--- src/rtl/i2c_pkg.sv ---
// Shared types and constants for the I2C receive sequencer.
// No logic: FSM state encoding, error codes and default sizing.
// Imported by i2c_rx_ctrl.
package i2c_pkg;

    localparam int MAX_BYTES = 4;
    localparam int CNT_W     = 7;

    typedef enum logic [1:0] {
        ST_IDLE = 2'd0,
        ST_BIT  = 2'd1,
        ST_ACK  = 2'd2,
        ST_DONE = 2'd3
    } rx_state_t;

    localparam logic [1:0] ERR_SIZE  = 2'd1;
    localparam logic [1:0] ERR_FULL  = 2'd2;
    localparam logic [1:0] ERR_ABORT = 2'd3;

endpackage

--- src/rtl/i2c_rx_ctrl.sv ---
// Sequencer for the I2C receive shifter and its two ping-pong word buffers.
// Latency: start_rx accepted in 1 cycle, scl_rise to bit_valid 1 cycle.
// Backpressure: a start is refused with an error while its target buffer is still full.
module i2c_rx_ctrl #(
    parameter int MAX_BYTES = i2c_pkg::MAX_BYTES,
    parameter int CNT_W     = i2c_pkg::CNT_W,
    parameter bit NACK_LAST = 1'b1
) (
    input  logic             clk,
    input  logic             rst_n,
    input  logic             start_rx,
    input  logic [3:0]       size,
    input  logic             scl_rise,
    input  logic             scl_fall,
    input  logic             sda_in,
    input  logic             abort,
    input  logic [1:0]       buf_release,
    output logic             rx_en,
    output logic             latch0,
    output logic             latch1,
    output logic             rx_bit,
    output logic [CNT_W-1:0] rx_count,
    output logic             bit_valid,
    output logic             ack_drive,
    output logic [1:0]       buf_full,
    output logic             busy,
    output logic             rx_done,
    output logic             rx_err,
    output logic [1:0]       err_code
);
    import i2c_pkg::*;

    localparam logic [3:0] MAX_SZ = 4'(MAX_BYTES);

    rx_state_t        state_q, state_d;
    logic             wr_sel_q;
    logic [1:0]       buf_full_q;
    logic [3:0]       size_q;
    logic [3:0]       byte_cnt_q;
    logic [3:0]       bits_seen_q;
    logic [CNT_W-1:0] rx_count_q;
    logic             rx_bit_q;
    logic             bit_valid_q;
    logic             rx_err_q;
    logic [1:0]       err_code_q;

    // Simultaneous SCL edges can only mean a glitch or a protocol fault, so they kill the transfer like abort.
    logic kill, size_bad, tgt_full, accept, take_bit, byte_end, ack_end, last_byte, done_ok;

    // Decode of the events that drive both the FSM and the datapath.
    always_comb begin
        kill      = abort | (scl_rise & scl_fall);
        size_bad  = (size == 4'd0) || (size > MAX_SZ);
        // A release arriving with the start frees the target first.
        tgt_full  = buf_full_q[wr_sel_q] & ~buf_release[wr_sel_q];
        accept    = (state_q == ST_IDLE) && start_rx && !size_bad && !tgt_full;
        take_bit  = (state_q == ST_BIT) && scl_rise && !kill && (bits_seen_q != 4'd8);
        byte_end  = (state_q == ST_BIT) && scl_fall && !kill && (bits_seen_q == 4'd8);
        ack_end   = (state_q == ST_ACK) && scl_fall && !kill;
        last_byte = ((byte_cnt_q + 4'd1) == size_q);
        done_ok   = (state_q == ST_DONE) && !kill;
    end

    // FSM state register.
    always_ff @(posedge clk or negedge rst_n) begin
        if (!rst_n) state_q <= ST_IDLE;
        else        state_q <= state_d;
    end

    // FSM next state: kill wins over everything outside IDLE.
    always_comb begin
        state_d = state_q;
        case (state_q)
            ST_IDLE: if (accept) state_d = ST_BIT;
            ST_BIT: begin
                if (kill)          state_d = ST_IDLE;
                else if (byte_end) state_d = ST_ACK;
            end
            ST_ACK: begin
                if (kill)         state_d = ST_IDLE;
                else if (ack_end) state_d = last_byte ? ST_DONE : ST_BIT;
            end
            ST_DONE: state_d = ST_IDLE;
            default: state_d = ST_IDLE;
        endcase
    end

    // FSM outputs: the final byte gets a NACK when configured as master-receiver.
    always_comb begin
        busy      = (state_q != ST_IDLE);
        rx_en     = busy;
        latch0    = busy & ~wr_sel_q;
        latch1    = busy & wr_sel_q;
        ack_drive = (state_q == ST_ACK) && !kill && !(NACK_LAST && last_byte);
        rx_done   = done_ok;
    end

    // Counters, bit sampling, error pulses and buffer ownership.
    always_ff @(posedge clk or negedge rst_n) begin
        if (!rst_n) begin
            wr_sel_q    <= 1'b0;
            buf_full_q  <= 2'b00;
            size_q      <= 4'd0;
            byte_cnt_q  <= 4'd0;
            bits_seen_q <= 4'd0;
            rx_count_q  <= '0;
            rx_bit_q    <= 1'b0;
            bit_valid_q <= 1'b0;
            rx_err_q    <= 1'b0;
            err_code_q  <= 2'd0;
        end else begin
            bit_valid_q <= take_bit;
            rx_err_q    <= 1'b0;
            if (take_bit) begin
                rx_bit_q    <= sda_in;
                bits_seen_q <= bits_seen_q + 4'd1;
            end
            if (byte_end)    bits_seen_q <= 4'd0;
            if (ack_end)     byte_cnt_q  <= byte_cnt_q + 4'd1;
            // rx_count shows the index during bit_valid and steps right after it.
            if (bit_valid_q) rx_count_q  <= rx_count_q + CNT_W'(1);
            if (accept) begin
                size_q      <= size;
                byte_cnt_q  <= 4'd0;
                bits_seen_q <= 4'd0;
                rx_count_q  <= '0;
            end
            if (state_q == ST_IDLE && start_rx && size_bad) begin
                rx_err_q   <= 1'b1;
                err_code_q <= ERR_SIZE;
            end else if (state_q == ST_IDLE && start_rx && tgt_full) begin
                rx_err_q   <= 1'b1;
                err_code_q <= ERR_FULL;
            end else if (state_q != ST_IDLE && kill) begin
                rx_err_q   <= 1'b1;
                err_code_q <= ERR_ABORT;
            end
            // Consumer releases and a completing transfer may touch different buffers in one cycle.
            buf_full_q <= (buf_full_q & ~buf_release) |
                          (done_ok ? {wr_sel_q, ~wr_sel_q} : 2'b00);
            if (done_ok) wr_sel_q <= ~wr_sel_q;
        end
    end

    assign rx_bit    = rx_bit_q;
    assign bit_valid = bit_valid_q;
    assign rx_count  = rx_count_q;
    assign buf_full  = buf_full_q;
    assign rx_err    = rx_err_q;
    assign err_code  = err_code_q;

endmodule

--- config.mk ---
export PLATFORM = sky130hd
export DESIGN_NAME = i2c_rx_ctrl
export DESIGN_NICKNAME = d
export VERILOG_FILES = /design/src/rtl/i2c_pkg.sv /design/src/rtl/i2c_rx_ctrl.sv
export SDC_FILE = /design/constraint.sdc
export NUM_CORES = 1
export LEC_CHECK = 0
export BUFFER_PORTS_ARGS = -buffer_cell sky130_fd_sc_hd__buf_2
export CAP_MARGIN = 20
export CORE_AREA = 5 5 79 81
export CTS_CLUSTER_SIZE = 28
export DETAILED_ROUTE_END_ITERATION = 12
export DIE_AREA = 0 0 84 86
export PLACE_DENSITY = 0.59
export SYNTH_ARGS = -nofsm -noshare
export SYNTH_HDL_FRONTEND = slang
export SYNTH_SLANG_ARGS = --single-unit
--- constraint.sdc ---
create_clock -name clk -period 2.7 [get_ports clk]
set_input_delay 0.405 -clock clk [delete_from_list [all_inputs] [get_ports clk]]
set_output_delay 0.405 -clock clk [all_outputs]
set_load 0.02 [all_outputs]
### Yosys cells after proc, flatten, opt, wreduce, memory -nomap -nowiden

Cells that the tools add are included.

| word-level totals | value |
|---|---|
| register bits | 29 |
| word-level logic and storage cells | 90 |
| output and inout bits | 20 |

| operators by class | value |
|---|---|
| bitwise operators | 10 |
| reductions and logical operators | 30 |
| add/subtract/negate cells | 3 |
| equality and inequality tests | 9 |
| magnitude comparators | 2 |
| multiplexer cells | 25 |

Operator list:

| kind | count |
|---|---|
| two-way mux 2 bit | 10 |
| two-way mux 4 bit | 5 |
| logical AND 1 bit | 17 |
| two-way mux 7 bit | 2 |
| adder 4 x 1 -> 4 bit (second input constant) | 2 |
| case mux 2 bit (4 select lines) | 1 |
| adder 7 x 1 -> 7 bit (second input constant) | 1 |
| two-way mux 1 bit | 7 |
| inequality test 3 bit (second input constant) | 2 |
| nonzero test 2 bit | 3 |
| nonzero test 3 bit | 2 |
| bitwise AND 1 bit | 4 |
| == test 2 bit (second input constant) | 2 |
| == test 4 bit | 1 |
| == test 4 bit (second input constant) | 1 |
| greater-than comparator 4 x 3 -> 1 bit (second input constant) | 1 |
| logical NOT 1 bit | 4 |
| logical NOT 4 bit | 1 |
| inequality test 4 bit (second input constant) | 1 |
| AND reduction 3 bit | 1 |
| bitwise AND 2 bit | 1 |
| == test 2 x 1 -> 1 bit (second input constant) | 1 |
| logical NOT 2 bit | 1 |
| < comparator 1 x 2 -> 1 bit (second input constant) | 1 |
| 6 further kinds | 7 |

### Logic depth before layout (Yosys ltp)

Gate-level depths: netlist (run 1).

| depth | value |
|---|---|
| depth in word-level cells | 8 |
| gate-level depth with buffers | 7 |
| mapped depth without buffers | 6 |

### Worst setup path after synthesis (run 1)

OpenSTA, ideal clock, no wires.

| timing path | value |
|---|---|
| path kind | flip-flop to output port |
| start point | register byte_cnt_q[0] |
| end point | output ack_drive |
| cell stages (with the launch flop) | 5 |
| buffers on the path | 0 |
| slack | 922 ps |
| arrival time | 1373 ps |
| required time | 2295 ps |
| cells stage by stage | dfrtp_1 ha_1 xnor3_1 nand3_1 o2111a_1 |

| on the way | value |
|---|---|
| word-level cells in the longest chain between the ends | 4 |

RTL lines:

| element | line | RTL |
|---|---|---|
| start, declared | i2c_rx_ctrl.sv:39 | `logic [3:0] byte_cnt_q;` |
| start signal, assigned | i2c_rx_ctrl.sv:119 | `if (ack_end) byte_cnt_q <= byte_cnt_q + 4'd1;` |
| adder 4 x 1 -> 4 bit | i2c_rx_ctrl.sv:60 | `last_byte = ((byte_cnt_q + 4'd1) == size_q);` |
| == test 4 bit | i2c_rx_ctrl.sv:60 |  |
| logical NOT 1 bit | i2c_rx_ctrl.sv:94 | `ack_drive = (state_q == ST_ACK) && !kill && !(NACK_LAST && last_byte);` |
| logical AND 1 bit | i2c_rx_ctrl.sv:94 |  |
| end, declared | i2c_rx_ctrl.sv:24 | `output logic ack_drive,` |

No other way between the ends.

### Worst setup path after layout (run 1)

Same ends and word-level chain as after synthesis.

==> results.json, run 1 <==
{
  "yosysSeqAreaShare_pct": 47.9,
  "synth_flop_cell": "dfrtp_1",
  "die_h_um": 86,
  "syn-num-nets": 162,
  "hold_violations": 0,
  "cts.sink_count": 29,
  "insertion_delay_ns": 0.28,
  "pin_count": 33,
  "maxSlewHeadroom_pct": 57.4,
  "htreeDepth": 2,
  "rows": 27,
  "hold_buffers": 0,
  "routed-via-count": 1140,
  "synth_area_mm2": 0.00152,
  "area_growth_pct": 22.8,
  "start_util_pct": 28.0,
  "synth-compound-area-share_pct": 6.52,
  "grtUsageTotal_pct": 8.91,
  "cp_slowest_cell": "dfrtp_1",
  "cp_cell_sequence": "ha_1 > xnor3_1 > nand3_1 > o2111a_1 > buf_2",
  "timing.setup.tns_ns": 0,
  "synth_xor_area_share_pct": 11.3,
  "required_ns": 2.30,
  "core_area_mm2": 0.00541,
  "status": "completed",
  "insertedDiodeCount": 0,
  "async_flop_share_pct": 100,
  "cts_inserted_buffers": 5,
  "worst_r2r_path_depth": 4,
  "max_cap_violations": 0,
  "antenna_found_initial": 0,
  "syn_inst": 145,
  "max_stage_delay_ns": 0.42,
  "worstMarginPinSlew_ns": 0.638,
  "r2r_slack_ns": 1.08,
  "avgSynthCellArea_um2": 10.4,
  "wl_per_cell_um": 11.9,
  "routed_via_density": 4.49,
  "fin_nets": 198,
  "cts_resized": 0,
  "ir_drop_uv": 228,
  "antenna_left": 0,
  "drt_iter0_drc": 53,
  "rsz0062_at_grt": "false",
  "critPathLaunchType": "flip-flop",
  "yosys.area_share.simple_pct": 22.3,
  "drive_gt1_share_pct": 24.7,
  "final_common_cell": "buf_2",
  "ys_warn_count": 0,
  "clock.fmax_mhz": 448,
  "root_buffer": "clkbuf_8",
  "cts_setup_buffers": 0,
  "wirelength_mm": 3.02,
  "cp-end-kind": "output pin",
  "dieArea_mm2": 0.00722,
  "crit_arrival_ns": 1.83,
  "leakage_nw": 0.931,
  "cts_tree": "done",
  "cts.clk_slew.worst_paths_ns": 0.06,
  "synth_top_family_by_area": "simple AND/OR/NAND/NOR gates",
  "rr_startpoint": "state_q[1]$_DFFE_PN0P_",
  "final_cell_mix": "buf_2, dfrtp_1, nor2_1",
  "critPathKind": "flip-flop to output pin",
  "grt_start_max_net_pins": 30,
  "drv_slew": 0,
  "final_core_util_pct": 34.4,
  "grt_pass1_vias": 1070,
  "holdCritPathClass": "input port to async pin",
  "dpl.hpwl_mm": 2.20,
  "synth-adder-area-share_pct": 3.30,
  "gp_congestion": 0.801,
  "synth_edf_count": 0,
  "synthMuxAreaShare_pct": 4.29,
  "drc": 0,
  "period_minus_slack_ns": 2.23,
  "portBuffers": 32,
  "overflow": 0,
  "powerDensity_mw_per_mm2": 610,
  "ys_ff_latch": 29,
  "skew_ns": 0.00698,
  "cp_max_fo": 4,
  "r2r_end": "bits_seen_q[1]$_DFFE_PN0P_",
  "synthDistinctLibCells": 39,
  "dr.pass1.iters": 4,
  "clock_path_buffers": 2,
  "setup_viol": 0,
  "fp.dieW_um": 84,
  "grt_pass1_wl_mm": 5.09,
  "post-route-period-util_pct": 82.7
}
==> worst max path at each step <==
stage | startpoint | end | slack [ns] | cells after the start
6_report | byte_cnt_q[0]$_DFFE_PN0P_ | ack_drive | 0.47 | 5
5_1_grt | byte_cnt_q[0]$_DFFE_PN0P_ | ack_drive | 0.39 | 5
4_1_cts | byte_cnt_q[0]$_DFFE_PN0P_ | ack_drive | 0.45 | 5
3_5_place_dp | byte_cnt_q[0]$_DFFE_PN0P_ | ack_drive | 0.77 | 5
3_3_place_gp | byte_cnt_q[0]$_DFFE_PN0P_ | ack_drive | 0.80 | 5
2_1_floorplan | byte_cnt_q[0]$_DFFE_PN0P_ | ack_drive | 0.92 | 4
==> critical path, delay by kind of cell (launching register included) <==
kind | cells | cell delay, ns
and+or+nand+nor | 1 | 0.10
DFF | 1 | 0.42
AOI/OAI and AO/OA | 1 | 0.28
xor gates and xnor gates | 1 | 0.36
buffers and inverters | 1 | 0.16
adders and majority gates | 1 | 0.23
==> cell type report <==
type	count	area, um2
Clock inverter	1	30.0
Multi-Input combinational cell	103	723
Timing Repair Buffer	34	175
Fill cell	563	3540
Sequential cell	29	726
Inverter	8	30.0
Clock buffer	7	86.3
Tap cell	72	90.1
==> metal layers <==
layer | vias to the layer above | track usage [%] | part of all wire [%]
met5 | - | 0 | 0
met4 | 0 | 4.39 | 1.8
met3 | 7 | 3.65 | 8.2
met2 | 37 | 12.7 | 42
met1 | 526 | 11.6 | 48
li1 | 570 | - | -
==> Yosys cell counts, types with 2 or more instances <==
master / number / share of area (%)
inv_1: 8 / 2.0
mux2_1: 3 / 2.2
nor2b_1: 4 / 1.7
nor2_1: 18 / 4.5
nand2_1: 7 / 1.7
xor2_1: 9 / 5.2
ha_1: 4 / 3.3
a211oi_1: 2 / 0.99
and2_1: 3 / 1.2
nand3_1: 4 / 1.3
nand3b_1: 3 / 1.5
mux2i_1: 2 / 1.3
a21oi_1: 2 / 0.66
o21ai_1: 3 / 0.99
nor3_1: 7 / 2.3
buf_2: 2 / 0.66
nand4_1: 6 / 2.5
xnor2_1: 8 / 4.6
buf_4: 2 / 0.99
dfrtp_1: 29 / 48
==> sequential cells by signal (all words and copies together), names as in the netlist, 2 cells and up <==
name         flops
size_q           4
err_code         2
state_q          2
byte_cnt_q       4
buf_full         2
rx_count         7
bits_seen_q      4
==> where the power goes <==
group          leakage, nW  internal [W]  switching, W
registers            0.386      0.000470     0.0000285
logic                0.486     0.0000702      0.000101
clock network       0.0585      0.000301      0.000164
total                0.931      0.000841      0.000293
==> through the flow <==
step	worst slack (ns)	cell area, um2	hold WS, ns	power [W]	instances
5_1_grt	0.393	1860	0.210	0.00120	254
3_3_place_gp	0.802	1740	0.477	0.000678	246
2_1_floorplan	0.922	1520	0.109	0.000617	145
3_5_place_dp	0.766	1740	0.476	0.000680	246
4_1_cts	0.453	1860	0.169	0.00115	254
6_report	0.467	1860	0.142	0.00113	254
==> logic make-up (layout without fill, tap and decap cells) <==
logic type	count (synthesis)	in the layout
buf+inv	13	50
compound gates	14	14
mux	6	6
simple gates	61	61
xor+xnor	18	18
flops	29	29
fa+ha+maj	4	4
No activity file was read; power rests on OpenSTA's default activity.
==> run 2: changes to the inputs <==
==> constraint.sdc (replaced) <==
create_clock -name clk -period 2.3 [get_ports clk]
set_input_delay 0.345 -clock clk [delete_from_list [all_inputs] [get_ports clk]]
set_output_delay 0.345 -clock clk [all_outputs]
set_load 0.02 [all_outputs]
==> results.json, run 2 (same netlist as run 1, synthesis figures left out) <==
{
  "status": "completed",
  "rsz0062_at_grt": "false",
  "clock.fmax_mhz": 467,
  "powerDensity_mw_per_mm2": 651,
  "critPathKind": "flip-flop to output pin",
  "drc": 0,
  "start_util_pct": 28.0,
  "globalRoute.busiestLayer": "met2",
  "required_ns": 1.96,
  "met3_usage_pct": 3.65,
  "largest_reg_flops": 7,
  "drt_iter0_drc": 48,
  "root_buffer": "clkbuf_8",
  "ir_drop_uv": 280,
  "clock_path_buffers": 2,
  "cts_resized": 0,
  "cts_setup_buffers": 0,
  "wl_per_cell_um": 12.7,
  "met1_usage_pct": 13.1,
  "routed-via-count": 1163,
  "critPathLaunchType": "flip-flop",
  "insertedDiodeCount": 0,
  "antenna_found_initial": 0,
  "drive_gt1_share_pct": 25.1,
  "post-route-period-util_pct": 93.1,
  "insertion_delay_ns": 0.28,
  "dpl.hpwl_mm": 2.36,
  "worstMarginPinSlew_ns": 0.666,
  "drv_slew": 0,
  "holdWs_ns": 0.0967,
  "worst_r2r_path_depth": 4,
  "cts.sink_count": 29,
  "antenna_left": 0,
  "die_h_um": 86,
  "fp.dieW_um": 84,
  "cp-end-kind": "output pin",
  "grt_pass1_wl_mm": 5.57,
  "fin_nets": 199,
  "hold_violations": 0,
  "cp_max_fo": 4,
  "portBuffers": 32,
  "maxSlewHeadroom_pct": 55.6,
  "cts_tree": "done",
  "max_cap_violations": 0,
  "multi_input_area_um2": 723,
  "htreeDepth": 2,
  "overflow": 0,
  "cts_inserted_buffers": 5,
  "hold_buffers": 0,
  "pin_count": 33,
  "core_area_mm2": 0.00541,
  "grt_pass1_vias": 1171,
  "routed_via_density": 4.56,
  "cts.clk_slew.worst_paths_ns": 0.07,
  "regArea_um2": 726,
  "area_growth_pct": 21.1,
  "period_minus_slack_ns": 2.14,
  "gp_congestion": 0.805,
  "setup_viol": 0,
  "timing.setup.tns_ns": 0,
  "final_cell_mix": "buf_2, dfrtp_1, nor2_1",
  "skew_ns": 0.00710,
  "grtUsageTotal_pct": 9.65,
  "final_cells": 255,
  "fillers": 573,
  "met2_usage_pct": 14.2,
  "wirelength_mm": 3.23,
  "final_common_cell": "buf_2",
  "dr.pass1.iters": 4,
  "holdCritPathClass": "input port to async pin",
  "crit_arrival_ns": 1.80,
  "place_inst": 247,
  "leakage_nw": 0.923,
  "dieArea_mm2": 0.00722,
  "grt_start_max_net_pins": 30,
  "rows": 27
}
## run 2: worst max-delay path: stages, from the launching register on
cell      delay [ns]
dfrtp_1         0.42
ha_1            0.23
xnor3_1         0.36
nand3_1         0.11
o2111a_1        0.25
buf_2           0.15
## run 2: metal layers
| metal | up-vias | wire [um] |
|---|---|---|
| li1 | 570 | - |
| met1 | 552 | 1650 |
| met2 | 36 | 1320 |
| met3 | 5 | 222 |
| met4 | 0 | 38 |
| met5 | - | 0 |
## run 2: report_power, final
group	switching [W]	internal, W
sequential	0.0000368	0.000552
combinational	0.000121	0.0000831
clock	0.000192	0.000209
## run 2: cell type report
type	count	share of cell area, %
repair buffers	35	9.96
well taps	72	4.91
flip-flops and latches	29	39.6
clock inverters	2	0.546
inverters	8	1.64
multi-input cells	103	39.4
clock buffers	6	3.96
## run 2: final timing paths
kind,startpoint,to,slack [ns]
worst min register to register,rx_bit$_DFFE_PN0P_,rx_bit$_DFFE_PN0P_,0.52
worst max-delay path,byte_cnt_q[0]$_DFFE_PN0P_,ack_drive,0.16
min in group clk,sda_in,rx_bit$_DFFE_PN0P_,0.31
worst min-delay path,rst_n,err_code[0]$_DFFE_PN0P_,0.1
worst max register to register,state_q[1]$_DFFE_PN0P_,size_q[1]$_DFFE_PN0P_,0.58
max in group asynchronous,rst_n,bits_seen_q[2]$_DFFE_PN0P_,1.77
## run 2: per-stage QoR
stage	worst slack, ns	power (W)	cell area (um2)	util [%]
after floorplan	0.582	0.000725	1520	-
after global placement	0.488	0.000798	1750	32.4
after detailed placement	0.454	0.000804	1750	32.4
after CTS	0.146	0.00121	1830	33.9
after global routing	0.0710	0.00126	1830	33.9
final	0.158	0.00119	1830	33.9
